--- config.mk ---
export PLATFORM = sky130hd
export DESIGN_NAME = mips_mem_ctrl
export DESIGN_NICKNAME = d
export VERILOG_FILES = /design/src/rtl/mem_pkg.sv /design/src/rtl/mem_array.sv /design/src/rtl/mips_mem_ctrl.sv
export SDC_FILE = /design/constraint.sdc
export NUM_CORES = 2
export LEC_CHECK = 0
export ABC_AREA = 1
export CORE_AREA = 5 5 484 486
export DETAILED_ROUTE_END_ITERATION = 6
export DIE_AREA = 0 0 489 491
export PLACE_DENSITY_LB_ADDON = 0.2
export SYNTH_ARGS = -nofsm -noshare
export SYNTH_HDL_FRONTEND = slang
export SYNTH_SLANG_ARGS = --single-unit
--- constraint.sdc ---
create_clock -name clk -period 3 [get_ports clk]
set_clock_uncertainty 0.1 [all_clocks]
set_input_delay 0.6 -clock clk [delete_from_list [all_inputs] [get_ports clk]]
set_output_delay 0.6 -clock clk [all_outputs]
set_load 0.03 [all_outputs]
--- src/rtl/mem_pkg.sv ---
// Shared types and constants for the MIPS shared instruction/data memory controller.
package mem_pkg;

   localparam int DEF_DATA_W = 32;
   localparam int DEF_ADDR_W = 32;
   localparam int DEF_DEPTH  = 64;

   // Wait-state counter width; holds LATENCY values 0..15.
   localparam int LAT_W = 4;

   typedef enum logic [1:0] {
      IDLE,
      BUSY,
      RESP
   } state_t;

   typedef enum logic {
      GNT_I,
      GNT_D
   } gnt_t;

endpackage

--- src/rtl/mem_array.sv ---
// Word-organised storage array: synchronous byte-enable write, combinational read.
// Storage has no reset; contents persist across controller resets.
module mem_array
   import mem_pkg::*;
#(
   parameter int DATA_W = DEF_DATA_W,
   parameter int DEPTH  = DEF_DEPTH
) (
   input  logic                       clk,
   input  logic                       we,
   input  logic [DATA_W/8-1:0]        be,
   input  logic [$clog2(DEPTH)-1:0]   idx,
   input  logic [DATA_W-1:0]          wdata,
   output logic [DATA_W-1:0]          rdata
);

   localparam int BE_W = DATA_W / 8;

   logic [DATA_W-1:0] mem [DEPTH];

   // Update only the byte lanes whose enable is set; an all-zero mask leaves the word intact.
   always_ff @(posedge clk) begin
      if (we) begin
         for (int k = 0; k < BE_W; k++) begin
            if (be[k]) begin
               mem[idx][8*k +: 8] <= wdata[8*k +: 8];
            end
         end
      end
   end

   assign rdata = mem[idx];

endmodule

--- src/rtl/mips_mem_ctrl.sv ---
// Shared fetch/data memory controller with req/ready handshake, LATENCY wait states,
// byte-enable writes and misaligned/out-of-range error reporting.
// Optional macro MEM_RR_ARB_EN: round-robin arbitration instead of data-over-fetch priority.
module mips_mem_ctrl
   import mem_pkg::*;
#(
   parameter int DATA_W  = DEF_DATA_W,
   parameter int ADDR_W  = DEF_ADDR_W,
   parameter int DEPTH   = DEF_DEPTH,
   parameter int LATENCY = 1
) (
   input  logic                 clk,
   input  logic                 reset,
   input  logic                 i_req,
   input  logic [ADDR_W-1:0]    i_addr,
   output logic                 i_ready,
   output logic [DATA_W-1:0]    i_rdata,
   input  logic                 d_req,
   input  logic                 d_we,
   input  logic [DATA_W/8-1:0]  d_be,
   input  logic [ADDR_W-1:0]    d_addr,
   input  logic [DATA_W-1:0]    d_wdata,
   output logic                 d_ready,
   output logic [DATA_W-1:0]    d_rdata,
   output logic                 err
);

   localparam int BE_W  = DATA_W / 8;
   localparam int IDX_W = $clog2(DEPTH);
   // One extra bit so the byte limit never overflows a narrow address.
   localparam logic [ADDR_W:0] LIMIT = (ADDR_W+1)'(DEPTH * 4);

   state_t              state_q, state_d;
   gnt_t                grant_q, grant_d;
   gnt_t                pick;
   logic [ADDR_W-1:0]   addr_q, addr_d;
   logic                we_q, we_d;
   logic [BE_W-1:0]     be_q, be_d;
   logic [DATA_W-1:0]   wdata_q, wdata_d;
   logic [LAT_W-1:0]    cnt_q, cnt_d;
   logic [DATA_W-1:0]   iRdata_q, dRdata_q;
   logic [DATA_W-1:0]   arrayRdata;
   logic [IDX_W-1:0]    wordIdx;
   logic                accessErr;
   logic                commit;
   logic                anyReq;

   assign anyReq    = i_req | d_req;
   assign wordIdx   = addr_q[IDX_W+1:2];
   assign accessErr = (addr_q[1:0] != 2'b00) || ({1'b0, addr_q} >= LIMIT);
   assign commit    = (state_q == BUSY) && (cnt_q == '0);

`ifdef MEM_RR_ARB_EN
   gnt_t lastGnt_q;

   // On a tie, serve whichever port was not served last; otherwise serve the lone requester.
   always_comb begin
      pick = GNT_I;
      if (i_req && d_req) begin
         pick = (lastGnt_q == GNT_I) ? GNT_D : GNT_I;
      end else if (d_req) begin
         pick = GNT_D;
      end
   end

   // Remember the last granted port; starting at fetch-last lets data win the first tie.
   always_ff @(posedge clk or negedge reset) begin
      if (!reset) begin
         lastGnt_q <= GNT_I;
      end else if ((state_q == IDLE) && anyReq) begin
         lastGnt_q <= pick;
      end
   end
`else
   // Data requests always beat fetch requests.
   always_comb begin
      pick = d_req ? GNT_D : GNT_I;
   end
`endif

   // Next-state logic: capture the granted request in IDLE, count wait states in BUSY,
   // spend exactly one cycle in RESP for the ready pulse.
   always_comb begin
      state_d = state_q;
      grant_d = grant_q;
      addr_d  = addr_q;
      we_d    = we_q;
      be_d    = be_q;
      wdata_d = wdata_q;
      cnt_d   = cnt_q;
      case (state_q)
         IDLE: begin
            if (anyReq) begin
               grant_d = pick;
               cnt_d   = LAT_W'(LATENCY);
               state_d = BUSY;
               if (pick == GNT_D) begin
                  addr_d  = d_addr;
                  we_d    = d_we;
                  be_d    = d_be;
                  wdata_d = d_wdata;
               end else begin
                  addr_d  = i_addr;
                  we_d    = 1'b0;
                  be_d    = '0;
                  wdata_d = '0;
               end
            end
         end
         BUSY: begin
            if (cnt_q == '0) begin
               state_d = RESP;
            end else begin
               cnt_d = cnt_q - LAT_W'(1);
            end
         end
         RESP: begin
            state_d = IDLE;
         end
         default: begin
            state_d = IDLE;
         end
      endcase
   end

   // Control and captured-request registers; reset aborts any access in flight.
   always_ff @(posedge clk or negedge reset) begin
      if (!reset) begin
         state_q <= IDLE;
         grant_q <= GNT_I;
         addr_q  <= '0;
         we_q    <= 1'b0;
         be_q    <= '0;
         wdata_q <= '0;
         cnt_q   <= '0;
      end else begin
         state_q <= state_d;
         grant_q <= grant_d;
         addr_q  <= addr_d;
         we_q    <= we_d;
         be_q    <= be_d;
         wdata_q <= wdata_d;
         cnt_q   <= cnt_d;
      end
   end

   // Load the granted port's read register at the commit edge; errors return zero,
   // good writes leave it alone, and the other port's register is never touched.
   always_ff @(posedge clk or negedge reset) begin
      if (!reset) begin
         iRdata_q <= '0;
         dRdata_q <= '0;
      end else if (commit) begin
         if (accessErr) begin
            if (grant_q == GNT_D) begin
               dRdata_q <= '0;
            end else begin
               iRdata_q <= '0;
            end
         end else if (!we_q) begin
            if (grant_q == GNT_D) begin
               dRdata_q <= arrayRdata;
            end else begin
               iRdata_q <= arrayRdata;
            end
         end
      end
   end

   mem_array #(
      .DATA_W (DATA_W),
      .DEPTH  (DEPTH)
   ) u_array (
      .clk   (clk),
      .we    (commit && we_q && !accessErr),
      .be    (be_q),
      .idx   (wordIdx),
      .wdata (wdata_q),
      .rdata (arrayRdata)
   );

   assign i_ready = (state_q == RESP) && (grant_q == GNT_I);
   assign d_ready = (state_q == RESP) && (grant_q == GNT_D);
   assign err     = (state_q == RESP) && accessErr;
   assign i_rdata = iRdata_q;
   assign d_rdata = dRdata_q;

endmodule
==> flow_metrics.py <==
metrics = {
    "status": {
        "status": "finished, final reports clean",
    },
    "power": {
        "total_power_uw": 97600,
        "ir_drop_v": 0.000793,
        "power-per-cell-area_nw_per_um2": 907,
        "p_leak_uw": 0.0433,
    },
    "clock_network": {
        "cts_tree": "built",
        "htreeDepth": 4,
        "clock_path_buffers": 3,
        "root_buffer": "clkbuf_16",
        "clock_sinks": 2188,
        "clk_transition_reported_paths_ns": 0.06,
        "clk_latency_ns": 0.88,
        "cts_made_buffers": 226,
    },
    "grt": {
        "grt_pass1_vias": 60700,
        "grt_use_total_pct": 23.1,
        "met2_usage_pct": 38.1,
        "grt_overflow": 0,
        "grt_max_degree": 129,
        "top_usage_layer": "met2",
        "gr-usage-met3_pct": 3.86,
        "antenna_found_initial": 9,
        "grtUsageMet1_pct": 30.6,
        "grt_pass1_wl_mm": 412,
    },
    "critical_path": {
        "max_stage_delay_ns": 0.57,
        "path_max_fanout": 28,
        "path_cells": "inv_8 -> buf_12 -> buf_4 -> nor2_2 -> nand2_1 -> nor2_1 -> buf_4",
        "worst_r2r_path_depth": 7,
        "slowest_stage": "dfrtp_4",
        "end_kind": "flip-flop",
        "crit_top_cell": "buf_4",
        "required_ns": 3.47,
        "arrival_ns": 3.44,
        "critPathLaunchType": "flip-flop",
        "rrSetupSlack_ns": 0.02,
        "worstSetupPathType": "reg -> reg",
        "r2r_end": "u_array.mem[21][26]",
        "r2r_start": "addr_q[2]",
    },
    "die": {
        "core_region_area_um2": 229000,
        "rows": 176,
        "pin_count": 172,
        "start_util_pct": 39.8,
        "die_w_um": 489,
        "die_area_um2": 240000,
        "die_y_um": 491,
    },
    "finish": {
        "stdcell_area_um2": 108000,
        "area_growth_pct": 17.7,
        "drive_above_1_share_pct": 10.3,
        "finalNetCount": 9198,
        "final_core_util_pct": 46.9,
        "fin_cells": 12300,
    },
    "detailed_routing": {
        "drtPass1Iterations": 6,
        "wirelength_mm": 282,
        "drc_errors": 0,
        "num_vias": 62600,
        "drt_iter0_drc": 6565,
        "wl_per_cell_um": 22.9,
        "postRouteAntennaNets": 0,
        "via_per_inst": 5.08,
    },
    "timing": {
        "fin_crit_sh_pct": 99.3,
        "slew_violations": 0,
        "fin_crit_ns": 2.98,
        "slew_headroom_pct": 32.3,
        "hold_violations": 0,
        "setup_viol": 0,
        "max_freq_mhz": 336,
        "rsz0062_at_grt": "true",
        "tightest_slew_ns": 1.02,
        "setup_ws_ns": 0.0209,
    },
    "logic_synthesis": {
        "synth_edf_count": 2048,
        "seq_area_frac_synth_pct": 71.2,
        "syn_inst": 8644,
        "async_flop_share_pct": 6.40,
        "ys_seq_elements": 2188,
        "synth_cell_types": 28,
        "synth_top_flop_cell": "edfxtp_1",
        "synth.cell_area_um2": 91300,
        "yosysWarnings": 0,
        "synth.avg_cell_area_um2": 10.6,
        "synth.net_count": 8751,
    },
    "placement": {
        "port_buffers": 171,
        "dp_slack_ns": -0.197,
        "placed_area_um2": 100000,
        "dp.cells": 11900,
        "dpl.hpwl_mm": 183,
        "place.gp.congestion": 0.875,
    },
    "job": {
        "drv_cap": 0,
    },
    "hold_path": {
        "min_path_cells": 5,
        "min_path_type": "in -> reg",
        "min-delay-start": "d_req",
        "holdPathEnd": "wdata_q[3]",
    },
}
==> per-layer routing <==
layer / vias to the layer above / share of wire, %
li1: 29400 / -
met1: 30500 / 41
met2: 2192 / 48
met3: 458 / 7.0
met4: 4 / 4.4
met5: - / 0.053
==> cells in the mapped netlist, types with 10 or more instances <==
cell,count,area [um2]
nand4_1,30,188
nor3_1,20,100
or2_2,10,62.6
edfxtp_1,2048,61500
o21ai_0,377,1890
buf_2,166,831
a21oi_1,10,50.1
dfrtp_1,140,3500
nor2_1,833,3130
nand2_1,3395,12700
inv_1,594,2230
nor2_2,10,62.6
a31oi_1,26,163
o21ai_1,30,150
nor3_2,17,170
buf_1,36,135
buf_4,30,225
o211ai_1,23,173
clkbuf_1,222,833
nand3_1,605,3030
==> cells in the final DEF (no fill, tap or decap), types with 51 or more instances in the layout <==
cell type and instances:
buf_12 101, buf_4 399, clkbuf_1 52, clkbuf_16 231, clkdlybuf4s50_1 162, clkinv_1 51, dfrtp_1 101, edfxtp_1 2048
inv_1 592, nand2_1 3387, nand3_1 603, nor2_1 815, o21ai_0 374
==> worst max path at each step <==
stage,start,endpoint,depth (start not counted)
after floorplan,addr_q[4],u_array.mem[56][0],8
after global placement,addr_q[2],i_rdata[24],12
after detailed placement,addr_q[2],i_rdata[24],12
after CTS,i_rdata[28],i_rdata[28],1
after global routing,addr_q[2],i_rdata[19],12
final,addr_q[2],u_array.mem[21][26],7
==> per-stage QoR <==
stage	hold slack (ns)	TNS, ns
after floorplan	0.204	0
after global placement	0.367	-0.328
after CTS	0.130	0
final	0.192	0
after detailed placement	0.370	-0.356
after global routing	0.166	-0.260
==> sequential cells by signal, summed over array words and instances (netlist names), 2 cells and up <==
register,count
wdata_q,32
state_q,2
be_q,4
i_rdata,32
addr_q,32
d_rdata,32
u_array.mem,2048
cnt_q,4
==> area by class of cell <==
cell class / instances / area, um2
Clock inverter: 137 / 1280
Fill cell: 20800 / 122000
Multi-Input combinational cell: 5396 / 22200
Inverter: 602 / 2280
Clock buffer: 291 / 6090
Tap cell: 3026 / 3790
Antenna cell: 4 / 10.0
Sequential cell: 2188 / 65100
Timing Repair Buffer: 677 / 6820
==> logic make-up (layout without fill, tap and decap cells) <==
| logic type | after synthesis | in the layout | synth area share [%] |
|---|---|---|---|
| AOI/OAI and AO/OA | 467 | 467 | 2.66 |
| adders and majority gates | 2 | 2 | 0.0274 |
| buffers and inverters | 1060 | 1707 | 4.74 |
| DFF | 2188 | 2188 | 71.2 |
| other | 0 | 4 | 0 |
| and+or+nand+nor | 4927 | 4927 | 21.4 |
==> repair_timing <==
action / in CTS / in global routing
hold buffers: 1 / 0
endpoints found under the setup margin: 23 / 119
setup buffers: 1 / 1
endpoints found under the hold margin: 46 / 0
gates cloned: 0 / 0
resized for setup: 17 / 33
pin swaps: 1 / 3
==> worst max-delay path: cells and delay by family, from the launching register on <==
family                 cells  cell delay (ns)
flip-flops                 1             0.57
AND/OR/NAND/NOR            3             1.16
buffers and inverters      4             0.80
==> report_power, final <==
group          internal (uW)  total, uW  switching [uW]
clock network          15900      27900           12000
logic                   8220      30500           22300
registers              37200      39200            2010
No activity file was read; power rests on OpenSTA's default activity.
